**src/rtl/ram_port_arbiter.sv**
```systemverilog
// Round-robin arbiter sharing one solver RAM port among up to four requesters.
// Grants are combinational; accepted commands are registered onto the ram_* bus.
// Read returns are steered back to the issuing requester after the RAM latency.
module ram_port_arbiter #(
    parameter int unsigned NREQ   = 4,
    parameter int unsigned AW     = 64,
    parameter int unsigned DW     = 64,
    parameter int unsigned RD_LAT = 1
) (
    input  logic                 clk,
    input  logic                 rst,
    input  logic [NREQ-1:0]      req,
    input  logic [NREQ-1:0]      we,
    input  logic [NREQ-1:0]      lock,
    input  logic [NREQ*AW-1:0]   addr,
    input  logic [NREQ*DW-1:0]   wdata,
    output logic [NREQ-1:0]      gnt,
    output logic [NREQ-1:0]      rvalid,
    output logic [DW-1:0]        rdata,
    output logic [AW-1:0]        ram_address,
    output logic [DW-1:0]        ram_wdata,
    output logic                 ram_WR_RD,
    output logic                 ram_cmd,
    input  logic [DW-1:0]        ram_rdata
);

    localparam int unsigned IW = (NREQ > 1) ? $clog2(NREQ) : 1;
    // One spare bit so pointer + offset never overflows before the wrap.
    localparam int unsigned PW = IW + 1;

    typedef enum logic [0:0] {StIdle, StOwned} state_e;

    state_e                      r_state;
    state_e                      w_state_nxt;
    logic [IW-1:0]               r_owner;
    logic [IW-1:0]               w_owner_nxt;
    logic [IW-1:0]               r_rr_ptr;
    logic [IW-1:0]               w_rr_ptr_nxt;

    logic [NREQ-1:0]             w_gnt;
    logic [IW-1:0]               w_idx;
    logic                        w_acc;

    logic [AW-1:0]               r_ram_address;
    logic [DW-1:0]               r_ram_wdata;
    logic                        r_ram_wr;
    logic                        r_ram_cmd;

    logic [RD_LAT-1:0]           r_pipe_vld;
    logic [RD_LAT-1:0][IW-1:0]   r_pipe_idx;
    logic [NREQ-1:0]             r_rvalid;
    logic [DW-1:0]               r_rdata;

    // (v + 1) mod NREQ
    function automatic logic [IW-1:0] inc_wrap(input logic [IW-1:0] v);
        logic [PW-1:0] t;
        t = {1'b0, v} + PW'(1);
        if (t >= PW'(NREQ)) begin
            t = '0;
        end
        return t[IW-1:0];
    endfunction

    // Grant selection: hold the owner while locked, else scan from rr_ptr with wrap.
    always_comb begin
        logic [PW-1:0] p;
        logic          found;
        w_gnt = '0;
        w_idx = '0;
        found = 1'b0;
        p     = '0;
        if (rst) begin
            if (r_state == StOwned) begin
                if (req[r_owner]) begin
                    found = 1'b1;
                    w_idx = r_owner;
                end
            end else begin
                for (int unsigned k = 0; k < NREQ; k++) begin
                    p = {1'b0, r_rr_ptr} + PW'(k);
                    if (p >= PW'(NREQ)) begin
                        p = p - PW'(NREQ);
                    end
                    if (!found && req[p[IW-1:0]]) begin
                        found = 1'b1;
                        w_idx = p[IW-1:0];
                    end
                end
            end
            w_gnt[w_idx] = found;
        end
    end

    assign gnt   = w_gnt;
    assign w_acc = |w_gnt;

    // Next-state: lock keeps ownership; release or owner drop advances the pointer.
    always_comb begin
        w_state_nxt  = r_state;
        w_owner_nxt  = r_owner;
        w_rr_ptr_nxt = r_rr_ptr;
        if (w_acc) begin
            if (lock[w_idx]) begin
                w_state_nxt = StOwned;
                w_owner_nxt = w_idx;
            end else begin
                w_state_nxt  = StIdle;
                w_rr_ptr_nxt = inc_wrap(w_idx);
            end
        end else if (r_state == StOwned) begin
            w_state_nxt  = StIdle;
            w_rr_ptr_nxt = inc_wrap(r_owner);
        end
    end

    // FSM state, owner and round-robin pointer registers.
    always_ff @(posedge clk or negedge rst) begin
        if (!rst) begin
            r_state  <= StIdle;
            r_owner  <= '0;
            r_rr_ptr <= '0;
        end else begin
            r_state  <= w_state_nxt;
            r_owner  <= w_owner_nxt;
            r_rr_ptr <= w_rr_ptr_nxt;
        end
    end

    // Register the accepted command onto the RAM port; address/data hold when idle.
    always_ff @(posedge clk or negedge rst) begin
        if (!rst) begin
            r_ram_address <= '0;
            r_ram_wdata   <= '0;
            r_ram_wr      <= 1'b0;
            r_ram_cmd     <= 1'b0;
        end else if (w_acc) begin
            r_ram_address <= addr[32'(w_idx)*AW +: AW];
            r_ram_wdata   <= wdata[32'(w_idx)*DW +: DW];
            r_ram_wr      <= we[w_idx];
            r_ram_cmd     <= 1'b1;
        end else begin
            r_ram_wr      <= 1'b0;
            r_ram_cmd     <= 1'b0;
        end
    end

    // Track issued reads and steer returning RAM data to the issuing requester.
    always_ff @(posedge clk or negedge rst) begin
        if (!rst) begin
            r_pipe_vld <= '0;
            r_pipe_idx <= '0;
            r_rvalid   <= '0;
            r_rdata    <= '0;
        end else begin
            r_pipe_vld[0] <= w_acc & ~we[w_idx];
            r_pipe_idx[0] <= w_idx;
            for (int unsigned s = RD_LAT - 1; s > 0; s--) begin
                r_pipe_vld[s] <= r_pipe_vld[s-1];
                r_pipe_idx[s] <= r_pipe_idx[s-1];
            end
            r_rvalid <= '0;
            if (r_pipe_vld[RD_LAT-1]) begin
                r_rvalid[r_pipe_idx[RD_LAT-1]] <= 1'b1;
                r_rdata                        <= ram_rdata;
            end
        end
    end

    assign ram_address = r_ram_address;
    assign ram_wdata   = r_ram_wdata;
    assign ram_WR_RD   = r_ram_wr;
    assign ram_cmd     = r_ram_cmd;
    assign rvalid      = r_rvalid;
    assign rdata       = r_rdata;

endmodule
```
**config.mk**
```make
export PLATFORM = sky130hd
export DESIGN_NAME = ram_port_arbiter
export DESIGN_NICKNAME = d
export VERILOG_FILES = /design/src/rtl/ram_port_arbiter.sv
export SDC_FILE = /design/constraint.sdc
export NUM_CORES = 1
export LEC_CHECK = 0
export ABC_AREA = 0
export BUFFER_PORTS_ARGS = -buffer_cell sky130_fd_sc_hd__buf_4
export CORE_AREA = 2 2 306 308
export DETAILED_ROUTE_END_ITERATION = 10
export DIE_AREA = 0 0 308 310
export SYNTH_ARGS = -nofsm -noshare
export SYNTH_HDL_FRONTEND = slang
export SYNTH_SLANG_ARGS = --single-unit
```
**constraint.sdc**
```tcl
create_clock -name clk -period 6.75 [get_ports clk]
set_input_delay 0.3375 -clock clk [delete_from_list [all_inputs] [get_ports clk]]
set_output_delay 0.3375 -clock clk [all_outputs]
set_load 0.03 [all_outputs]
```
### Word-level counts from Yosys, hierarchy flattened

Index checks and enable logic that the tools add are counted.
Widths: inputs -> output; s select.

| word-level totals | value |
|---|---|
| input bits | 590 |
| register bits | 206 |

| operators by class | value |
|---|---|
| shifts and indexed selects | 2 |
| bitwise logic cells | 3 |
| reduce and logical (&&, ||, !) cells | 12 |
| add/subtract/negate cells | 9 |
| equal/unequal tests | 1 |
| multiplexer cells | 62 |
| $lt $le $gt $ge | 16 |

Operator list:

| kind | count |
|---|---|
| $shiftx 256x9->64 | 2 |
| $mux 2 | 25 |
| $mux 1 | 26 |
| $lt 2x3->1 const B | 8 |
| $ge 3x3->1 const B | 5 |
| $bmux 1 s2 | 7 |
| $add 2x1->3 const B | 3 |
| $mux 4 | 2 |
| $sub 2x1->2 const B | 4 |
| $add 2x2->3 const B | 2 |
| $logic_and 1x1->1 | 5 |
| $and 4x4->4 | 1 |
| $demux 1 s2 | 2 |
| $ge 2x1->1 const B | 2 |
| $reduce_and 2->1 | 2 |
| $reduce_or 4->1 | 1 |
| $ge 2x3->1 const B | 1 |
| $logic_not 1->1 | 3 |
| $ne 2x2->1 const B | 1 |
| $reduce_bool 2->1 | 1 |
| $and 1x1->1 | 1 |
| $not 1->1 | 1 |

### Longest topological paths before layout

Gate-level depths: netlist (run 1).

| depth | value |
|---|---|
| depth after elaboration | 33 |
| mapped depth | 10 |
| depth with buffers taken out | 7 |

### Least setup slack after synthesis (run 1)

Ideal clock, no wire load.

| path | value |
|---|---|
| path kind | register -> output |
| start | register r_rr_ptr[1] |
| end | output gnt[3] |
| required time | 6412 ps |
| cell stages (with the launch flop) | 9 |
| path slack | 4124 ps |
| arrival time | 2289 ps |
| cells stage by stage | dfrtp_1 > buf_4 > mux2i_1 > a221o_1 > o21a_1 > buf_2 > buf_2 > buf_2 > nor3_1 |

| between the ends | value |
|---|---|
| word-level cells in the longest chain between the ends | 30 |
| elaborated cells between the ends (all ways) | 62 |

Ends and longest elaborated chain:

| item | line | source |
|---|---|---|
| from (decl) | 37 | `logic [IW-1:0] r_rr_ptr;` |
| from (signal assigned) | 125 | `r_rr_ptr <= w_rr_ptr_nxt;` |
| $ge 2x3->1 / $sub 2x1->2 (equally long branches) | 81, 82 |  |
| $mux 2 | 81 | `if (p >= PW'(NREQ)) begin` |
| $mux 2 | 73 | `if (r_state == StOwned) begin` |
| $mux 2 | 72 | `if (rst) begin` |
| $bmux 1 s2 | 84 | `if (!found && req[p[IW-1:0]]) begin` |
| $mux 1 (not written as such) | 84 |  |
| $mux 1 | 84 |  |
| $mux 1 | 73 |  |
| [... 14 more ...] | n/a |  |
| $mux 2 | 73 |  |
| $mux 2 | 72 |  |
| $lt 2x3->1 (not written as such) / $ge 2x1->1 (equally long branches) | 90 | `w_gnt[w_idx] = found;` |
| $logic_and 1x1->1 (not written as such) | 90 |  |
| $mux 1 (not written as such) | 90 |  |
| $demux 1 s2 | 90 |  |
| $and 4x4->4 (no source line) (*) | n/a |  |
| $mux 4 (*) | 72 |  |
| to (decl) | 17 | `output logic [NREQ-1:0] gnt,` |

Every way passes the cells marked *; elsewhere a longest branch is shown, timed or not. The select of a mux whose other input is x is not followed.

### Final worst setup path (run 1)

| path | value |
|---|---|
| start | register r_rr_ptr[1] |
| end | output gnt[1] |

Same word-level chain as after synthesis.

==> flow_summary.toml, run 1 <==
[run_status]
status = "complete, no violations"

[synth]
ys_warn_count = 0
synth_edf_count = 0
syn_inst = 1071
synth.area.top_cells = "dfrtp_1 45%, mux2_2 19%, mux2i_1 12%"
synth_area_mm2 = 0.0115
syn_avg_cell_area_um2 = 10.7
seq_area_frac_synth_pct = 45.0
syn-num-nets = 1662
ys_ff_latch = 206
synth_top_cell_area_share_pct = 45.0
yosys_most_used_dff = "dfrtp_1"
yosysMostFrequentCell = "dfrtp_1"
yosysTopAreaCell = "dfrtp_1"
async_reset_ff_share_pct = 100
synth.distinct_cells = 37
synthTopCellsByCount = "206 x dfrtp_1, 190 x mux2_2, 137 x mux2i_1, 133 x nand2_1, 131 x o22ai_1"

[floorplanning]
coreArea_mm2 = 0.0925
dieArea_mm2 = 0.0955
die_w_um = 308
start_util_pct = 12.4
num_rows = 112
io_pins = 792
die_y_um = 310

[worst_hold_path]
min_from = "we[3]"
min_to = "r_pipe_vld"
hold_class = "primary input to flip-flop"
whs_path_depth = 4

[grt]
grt.total_usage_pct = 10.2
grt_overflow = 0
grt_pass1_wl_um = 73000
first_global_vias = 11400
antenna_found_initial = 6
grt_max_degree = 129

[critical_path]
r2r_end = "ram_wdata[23]"
worstSetupStartpointType = "flip-flop"
reg2reg_depth = 7
crit_type = "flip-flop to primary output"
critPathMaxStageDelay_ns = 0.60
critPathLaunch = "r_rr_ptr[1]"
cp_slowest_cell = "o22ai_4"
critPathArrivalTime_ns = 3.25
required_ns = 6.41
end_kind = "primary output"
path_max_fanout = 117
crit_chain = "mux2i_1 > a221o_1 > o22ai_4 > buf_12 > and2_1 > buf_4"
reg2reg_slack_ns = 3.47
r2r-start = "r_rr_ptr[1]"

[clock_tree]
cts_resized = 0
htree_levels = 1
clockBufferDepth = 3
clk_latency_ns = 0.57
cts.sinks = 206
cts-buffers-inserted = 27
clk_root_buffer_cell = "clkbuf_16"
cts_tree = "done"
clk_pin_slew_ns = 0.06

[timing]
slew_violations = 0
relSlewSlack_pct = 37.0
period_needed_ns = 3.58
rsz0062_at_grt = "no"
post-route-period-util_pct = 53.1
setup_viol = 0
finClkSkew_ns = 0.00799
max_freq_mhz = 279
setup_tns_ns = 0
worst_slew_pin_slew_ns = 0.945
hold_violations = 0

[detailed_routing]
routedWlPerCell_um = 17.1
vias = 11500
drt-initial-drc-count = 467
via_per_inst = 3.72
first_pass_iters = 4
drc_errors = 0
ant_nets = 0
wl_um = 52900

[placed_design]
port_buffers = 791
placedInstanceArea_mm2 = 0.0186
place_hpwl_um = 41500
globalplace.congestion = 0.817

[cells_and_area]
fin_area_mm2 = 0.0202
layout-drive-gt1-share_pct = 55.2
nNetsFinal = 2465
syn2layout_area_growth_pct = 76.1

[flow_run]
maxCapViolations = 0

[power_and_ir_drop]
ir_worst_vdd_mv = 0.372
power_density_mw_per_mm2 = 411
p_leak_nw = 9.14
## layer usage
layer / up-vias / global-route usage (%) / part of all wire, % / wire length, um
met5: - / 0 / 0.025 / 13
met4: 2 / 3.85 / 3.5 / 1830
met3: 71 / 3.58 / 9.6 / 5090
met2: 517 / 17.6 / 48 / 25600
met1: 5359 / 11.5 / 39 / 20400
li1: 5560 / - / - / -
## sequential cells by signal, summed over array words and instances, names as in the netlist
signal and count:
r_state 1, r_pipe_idx 2, r_pipe_vld 1, r_owner 2, ram_WR_RD 1, rdata 64
rvalid 4, ram_address 64, r_rr_ptr 2, ram_cmd 1, ram_wdata 64
## worst max-delay path by stage
stage / to / slack, ns
after floorplan: gnt[3] / 4.12
after global placement: ram_address[2] / 3.50
after detailed placement: ram_address[2] / 3.45
after CTS: gnt[1] / 3.10
after global routing: gnt[1] / 2.99
final: gnt[1] / 3.17
## cells by family (layout without fill, tap and decap cells)
logic type               Yosys count  count (layout)  synth area share [%]
buffers and inverters            100             924                  4.31
AO/OA/AOI/OAI                    275             275                  13.9
AND/OR/NAND/NOR                  155             155                  5.45
other                              0               3                     0
flip-flops                       206             206                  45.0
adder cells (fa/ha/maj)            1               1                 0.109
multiplexers                     334             334                  31.3
## layout by cell type, fill, tap and decap left out, types with 27 or more instances in the layout
master | Yosys | routed
mux2i_1 | 137 | 137
o21ai_1 | 128 | 128
nand2_1 | 133 | 133
dlygate4sd3_1 | 0 | 65
mux2_2 | 190 | 190
clkbuf_16 | 0 | 27
dfrtp_1 | 206 | 205
o22ai_1 | 131 | 130
buf_4 | 6 | 799
## timing repair
action                                 CTS  global route
endpoints found under the hold margin  105             0
hold buffers                            65             0
setup buffers                            0             0
## where the power goes
group / total [mW] / switching (mW) / internal, mW
clock: 1.47 / 0.582 / 0.885
sequential: 2.22 / 0.397 / 1.83
combinational: 4.60 / 2.69 / 1.91
total: 8.29 / 3.67 / 4.62
## area by class of cell
cell class	instances	area, um^2
Antenna cell	3	7.51
Fill cell	10100	72300
Multi-Input combinational cell	765	5860
Clock inverter	12	123
Tap cell	1197	1500
Inverter	5	18.8
Sequential cell	206	5160
Clock buffer	38	787
Timing Repair Buffer	869	6740
## stage by stage
step	hold WS [ns]	std cells	util [%]	setup slack (ns)	power [mW]
floorplan	0.0419	1071	-	4.12	4.98
CTS	0.134	3092	21.8	3.10	8.42
global route	0.184	3093	21.8	2.99	8.77
finish	0.169	3095	21.8	3.17	8.29
detailed placement	0.291	2977	20.1	3.45	6.86
global placement	0.289	2977	20.1	3.50	6.82
## worst max-delay path, delay by kind of cell, from the launching register on
kind	cells	cell delay [ns]
compound gates	2	1.03
buf+inv	2	0.63
flops	1	0.46
mux	1	0.17
simple gates	1	0.22
Note: power is estimated with default switching activity, not from simulation.
==> run 2, diff against run 1 <==
--- a/config.mk
+++ b/config.mk
@@ -7,9 +7,9 @@
 export LEC_CHECK = 0
 export ABC_AREA = 0
 export BUFFER_PORTS_ARGS = -buffer_cell sky130_fd_sc_hd__buf_4
-export CORE_AREA = 2 2 306 308
+export CORE_AREA = 2 2 308 310
 export DETAILED_ROUTE_END_ITERATION = 10
-export DIE_AREA = 0 0 308 310
+export DIE_AREA = 0 0 310 312
 export SYNTH_ARGS = -nofsm -noshare
 export SYNTH_HDL_FRONTEND = slang
 export SYNTH_SLANG_ARGS = --single-unit
==> constraint.sdc (replaced) <==
create_clock -name clk -period 3.2 [get_ports clk]
set_input_delay 0.16 -clock clk [delete_from_list [all_inputs] [get_ports clk]]
set_output_delay 0.16 -clock clk [all_outputs]
set_load 0.03 [all_outputs]
==> run 2 against run 1 <==
Largest power group unchanged. Clock skew grew 0.0025 ns. Critical path type is now primary input to flip-flop. Clock-buffer cell count is 1 lower. Global-route usage is 0.84 points higher. Critical path depth up 5. Utilization up 3.5 points. Worst hold slack lost 0.12 ns. Clock power grew 130%. Register-to-register slack worse by 3.4 ns. Cell area rose by 17%. Sequential cell count stayed put. Highest routed layer unchanged. Sequential power grew 110%.
==> flow_summary.toml, run 2 (synthesized netlist as in run 1, its figures left out) <==
[timing]
max_freq_mhz = 316
slew_violations = 0
setup_tns_ns = 0
hold-worst-slack_ns = 0.0452
worst_slew_pin_slew_ns = 0.926
setup_viol = 0
period_needed_ns = 3.16
relSlewSlack_pct = 38.0
post-route-period-util_pct = 98.8
finClkSkew_ns = 0.0105
hold_violations = 0

[critical_path]
critical_path.most_common_cell = "dlygate4sd3_1"
critPathArrivalTime_ns = 3.67
crit_type = "primary input to flip-flop"
reg2reg_depth = 9
path_max_fanout = 23
worstSetupStartpointType = "primary input"
required_ns = 3.71
cp_slowest_cell = "dlygate4sd3_1"
crit_chain = "dlygate4sd3_1 > dlygate4sd3_1 > buf_12 > clkinvlp_4 > nor3_1 > a311oi_4 > buf_12 > buf_16 > mux2_2 > dlygate4sd3_1 > o21ai_1"
critPathMaxStageDelay_ns = 0.60
end_kind = "flip-flop"

[grt]
grt_overflow = 0
grt_pass1_wl_um = 81600
antenna_found_initial = 4
first_global_vias = 13800
grt.total_usage_pct = 11.0
grt_max_degree = 140

[floorplanning]
start_util_pct = 12.3
num_rows = 112
coreArea_mm2 = 0.0930
die_w_um = 310
dieArea_mm2 = 0.0967
io_pins = 792
die_y_um = 312

[run_status]
status = "complete, no violations"

[clock_tree]
clk_latency_ns = 0.60
cts-buffers-inserted = 28
cts.sinks = 206
clk_root_buffer_cell = "clkbuf_16"
htree_levels = 1
clockBufferDepth = 3
cts_tree = "done"
clk_pin_slew_ns = 0.05

[flow_run]
maxCapViolations = 0

[detailed_routing]
routedWlPerCell_um = 17.7
via_per_inst = 3.80
first_pass_iters = 5
ant_nets = 0
vias = 13100
wl_um = 61100
drt-initial-drc-count = 603
drc_errors = 0

[cells_and_area]
final_common_cell = "buf_4"
syn2layout_area_growth_pct = 106
nFillCells = 9808
final_cell_mix = "810 x buf_4, 347 x dlygate4sd3_1, 205 x dfrtp_1"
layout-drive-gt1-share_pct = 49.0
n_antenna_cell = 0
nNetsFinal = 2775

[placed_design]
port_buffers = 791
globalplace.congestion = 0.860
place_hpwl_um = 41100

[worst_hold_path]
hold_class = "primary input to flip-flop"
whs_path_depth = 4

[power_and_ir_drop]
p_leak_nw = 10.6
power_density_mw_per_mm2 = 812
ir_worst_vdd_mv = 0.399
-- run 2: cell count changes in the layout (fill, tap and decap cells not counted), sizes merged, moves of 2 or more --
cell         change
buf             +22
clkinvlp         +3
diode            -3
dlygate4sd3    +282
bufinv           +2
clkbuf           +3
-- run 2: where the power goes --
part	switching (mW)	internal, mW
clock network	1.33	2.05
logic	6.19	4.91
registers	0.825	3.86
-- run 2: cell type report --
| cell class | instances | area [um^2] | share of cell area (%) |
|---|---|---|---|
| Clock buffer | 37 | 785 | 3.33 |
| Clock inverter | 15 | 215 | 0.912 |
| Inverter | 5 | 26.3 | 0.111 |
| Multi-Input combinational cell | 766 | 5880 | 24.9 |
| Sequential cell | 206 | 5160 | 21.9 |
| Tap cell | 1254 | 1570 | 6.65 |
| Timing Repair Buffer | 1177 | 9950 | 42.2 |
-- run 2: critical path: cells and delay by family --
family | cells | cell delay [ns]
buffers and inverters | 7 | 2.43
muxes | 1 | 0.37
and+or+nand+nor | 1 | 0.09
AOI/OAI and AO/OA | 2 | 0.53
-- run 2: per-layer routing --
metal / vias up / GRT usage (%) / part of all wire (%)
li1: 6191 / - / -
met1: 6269 / 12.2 / 40
met2: 571 / 19.8 / 49
met3: 103 / 2.44 / 6.9
met4: 2 / 4.90 / 4.2
met5: - / 0 / 0.020
-- run 2: stage by stage --
step           setup slack [ns]  utilization (%)  total power [mW]  area, um^2  cells
6_report                 0.0391             25.3              19.2       23600   3460
5_1_grt                 -0.0125             25.3              20.2       23600   3460
4_1_cts                  0.0149             25.1              19.0       23400   3450
3_5_place_dp              0.590             20.3              14.7       18900   3051
3_3_place_gp              0.634             20.3              14.6       18900   3051
2_1_floorplan             0.751                -              10.5       11500   1071
-- run 2: path summary, 6_finish.rpt --
kind                                from               to  slack (ns)
max in group asynchronous            rst  ram_address[33]        1.13
max reg2reg                  r_rr_ptr[1]    ram_wdata[54]        0.08
min                            addr[101]  ram_address[37]        0.05
min reg2reg                r_pipe_idx[0]        rvalid[2]        0.47
min in group asynchronous            rst  ram_address[35]        0.54
max                                  rst     ram_wdata[1]        0.04
-- run 2: repair_timing --
item / in CTS / in global routing
resized for setup: 0 / 14
endpoints found under the hold margin: 343 / 0
buffers inserted: 0 / 5
setup endpoints to repair: 0 / 34
hold buffers: 347 / 0
==> run 3, diff against run 2 <==
--- a/config.mk
+++ b/config.mk
@@ -5,11 +5,12 @@
 export SDC_FILE = /design/constraint.sdc
 export NUM_CORES = 1
 export LEC_CHECK = 0
-export ABC_AREA = 0
+export ABC_AREA = 1
+export ABC_CLOCK_PERIOD_IN_PS = 3200
 export BUFFER_PORTS_ARGS = -buffer_cell sky130_fd_sc_hd__buf_4
-export CORE_AREA = 2 2 308 310
+export CORE_AREA = 2 2 305 307
 export DETAILED_ROUTE_END_ITERATION = 10
-export DIE_AREA = 0 0 310 312
+export DIE_AREA = 0 0 307 309
 export SYNTH_ARGS = -nofsm -noshare
 export SYNTH_HDL_FRONTEND = slang
 export SYNTH_SLANG_ARGS = --single-unit
==> run 3 against run 2 <==
Sequential cell count unchanged. Worst hold slack lost 0.029 ns. Via count up 31%. Sequential power hardly changed. Non-clock buffer count grew 24. Synthesized cell count is 81% higher. Setup slack gained 0.057 ns. Global-route usage increased by 3.0 points. First-iteration DRC count increased by 110%. Combinational power is 53% higher. Sequential share of layout area shrank 0.95 points. Critical path type is now flip-flop to flip-flop. Largest power group unchanged.
==> flow_summary.toml, run 3 <==
[synth]
seq_area_frac_synth_pct = 41.1
yosys_most_used_dff = "dfrtp_1"
ys_warn_count = 0
synth.area.top_cells = "dfrtp_1 41%, nand2_1 23%, nor2_1 7.9%"
synth.distinct_cells = 27
syn_inst = 1937
synth_top_cell_area_share_pct = 41.1
synth_edf_count = 0
syn-num-nets = 2528
async_reset_ff_share_pct = 100
ys_ff_latch = 206
yosysMostFrequentCell = "nand2_1"
syn_avg_cell_area_um2 = 6.47
synthTopCellsByCount = "753 x nand2_1, 264 x nor2_1, 206 x dfrtp_1, 148 x inv_1, 138 x o21ai_0"
yosysTopAreaCell = "dfrtp_1"
synth_area_mm2 = 0.0125

[timing]
post-route-period-util_pct = 97.0
slew_violations = 0
worst_slew_pin_slew_ns = 0.797
finClkSkew_ns = 0.0102
relSlewSlack_pct = 46.8
period_needed_ns = 3.10
max_freq_mhz = 322
hold_violations = 0
rsz0062_at_grt = "yes"
setup_viol = 0

[power_and_ir_drop]
pwr-share-seq_pct = 19.0
combPwrFrac_pct = 68.6
ir_worst_vdd_mv = 0.550
clkPwrFrac_pct = 12.5
p_leak_nw = 12.9
total_power_mw = 24.7
switching_share_pct = 50.2
power_density_mw_per_mm2 = 1000
power.internal_mw = 12.3
p_sw_mw = 12.4

[clock_tree]
clk_root_buffer_cell = "clkbuf_16"
clockBufferDepth = 3
clk_latency_ns = 0.57
clk_pin_slew_ns = 0.06
cts.sinks = 206
cts_tree = "done"
htree_levels = 1
cts-buffers-inserted = 26

[cells_and_area]
fin_area_mm2 = 0.0247
syn2layout_area_growth_pct = 96.7
multi_input_area_mm2 = 0.00622
final_common_cell = "buf_4"
nNetsFinal = 3630
final_cell_mix = "828 x buf_4, 751 x nand2_1, 341 x dlygate4sd3_1"
nFillCells = 9809
fin_util_pct = 27.0
layout-drive-gt1-share_pct = 31.6
seqCellArea_mm2 = 0.00516

[critical_path]
critical_path.most_common_cell = "nand2_1"
cp_top_family = "buffers and inverters"
critPathBufInv = 5
critPathMaxStageDelay_ns = 0.55
required_ns = 3.65
end_kind = "flip-flop"
worstSetupStartpointType = "flip-flop"
critPathArrivalTime_ns = 3.55
crit_chain = "buf_4 > nand2_1 > nand2_2 > nand2_1 > nand2_2 > nor2_4 > nand3_1 > nand2_1 > nand3_2 > nand2_4 > inv_4 > buf_12 > buf_8 > nor2_1 > nor2_1 > o21ai_1 > nand2_1 > nand2_1 > dlygate4sd3_1 > nand2_1"
path_max_fanout = 47
crit_type = "flip-flop to flip-flop"
cp_slowest_cell = "dlygate4sd3_1"

[grt]
antenna_found_initial = 19
first_global_vias = 17100
grt_overflow = 0
grt.total_usage_pct = 14.0
grt_pass1_wl_um = 102000
grt_max_degree = 83

[floorplanning]
die_y_um = 309
io_pins = 792
die_w_um = 307
num_rows = 111
start_util_pct = 13.7
coreArea_mm2 = 0.0914
dieArea_mm2 = 0.0949

[detailed_routing]
wl_um = 74400
drc_errors = 0
via_per_inst = 4.04
drt-initial-drc-count = 1282
routedWlPerCell_um = 17.5
first_pass_iters = 7
ant_nets = 0
vias = 17200

[worst_hold_path]
hold_class = "primary input to flip-flop"

[flow_run]
maxCapViolations = 0

[placed_design]
place_hpwl_um = 53500
placedInstanceArea_mm2 = 0.0199
port_buffers = 791
globalplace.congestion = 0.878

[run_status]
status = "complete, no violations"
-- run 3: cell count changes after synthesis, moves of 25 or more --
cell / previous run / this run
mux2i_1: 137 / 0
a21oi_2: 0 / 25
o21ai_0: 3 / 138
o22ai_1: 131 / 0
mux2_2: 190 / 0
nor2_1: 7 / 264
a21oi_1: 0 / 107
nand2_1: 133 / 753
inv_1: 5 / 148
-- run 3: cells by family after synthesis --
logic type                 count (synthesis)  share of synthesized area [%]
buffers and inverters                    281                           9.88
DFF                                      206                           41.1
AOI/OAI and AO/OA                        397                           16.7
adders and majority gates                  1                         0.0998
and+or+nand+nor                         1052                           32.1
-- run 3: area by class of cell --
type	instances	area share [%]
sequential	206	20.9
clock buffer	35	3.11
antenna	7	0.0710
clock inverter	12	0.482
tap	1186	6.02
multi-input combinational	1451	25.2
inverter	153	2.42
timing repair buffer	1201	41.7
-- run 3: tightest hold or removal path, delay by kind of cell --
kind,cells,cell delay (ns)
buffers and inverters,1,0.07
AOI/OAI and AO/OA,1,0.10
and+or+nand+nor,3,0.21
-- run 3: what timing repair did --
item,CTS,global route
hold buffers,341,0
setup endpoints to repair,2,73
hold endpoints to repair,259,0
buffers inserted,2,15
pin swaps,0,2
resized for setup,3,34
cloned,0,9
-- run 3: per-stage QoR --
| stage | setup TNS, ns | hold slack [ns] | instances | setup WS, ns |
|---|---|---|---|---|
| floorplan | 0 | -0.136 | 1937 | 0.853 |
| global placement | 0 | 0.0538 | 3830 | 0.367 |
| detailed placement | 0 | 0.0531 | 3830 | 0.329 |
| CTS | 0 | 0.00326 | 4220 | 0.0131 |
| global route | -0.128 | 0.0374 | 4247 | -0.0308 |
| finish | 0 | 0.0159 | 4251 | 0.0957 |
-- run 3: final timing paths --
check	start	slack [ns]	end	cells after the start
worst max-delay path	r_rr_ptr[0]	0.1	ram_address[56]	20
worst min-delay path	wdata[177]	0.02	ram_wdata[49]	5
worst max register to register	r_rr_ptr[0]	0.1	ram_address[56]	20
worst min register to register	r_pipe_idx[1]	0.47	rvalid[1]	1
max in group asynchronous	rst	1.72	ram_wdata[37]	4
min in group asynchronous	rst	0.07	rdata[29]	2
-- run 3: power groups by stage --
stage	combinational (mW)	clock, mW	sequential [mW]
2_1_floorplan	6.59	0	6.96
3_5_place_dp	14.5	0	4.70
4_1_cts	15.9	3.21	4.69
5_1_grt	18.4	3.33	4.84
6_report	17.0	3.08	4.70
3_3_place_gp	14.4	0	4.67
-- run 3: routing by layer --
layer	routed length, um	global-route usage (%)	share of wire (%)	up-vias
li1	-	-	-	8238
met2	34700	23.3	47	822
met3	6050	3.86	8.1	163
met4	2990	6.16	4.0	12
met5	62	0	0.083	-
met1	30600	16.9	41	7938
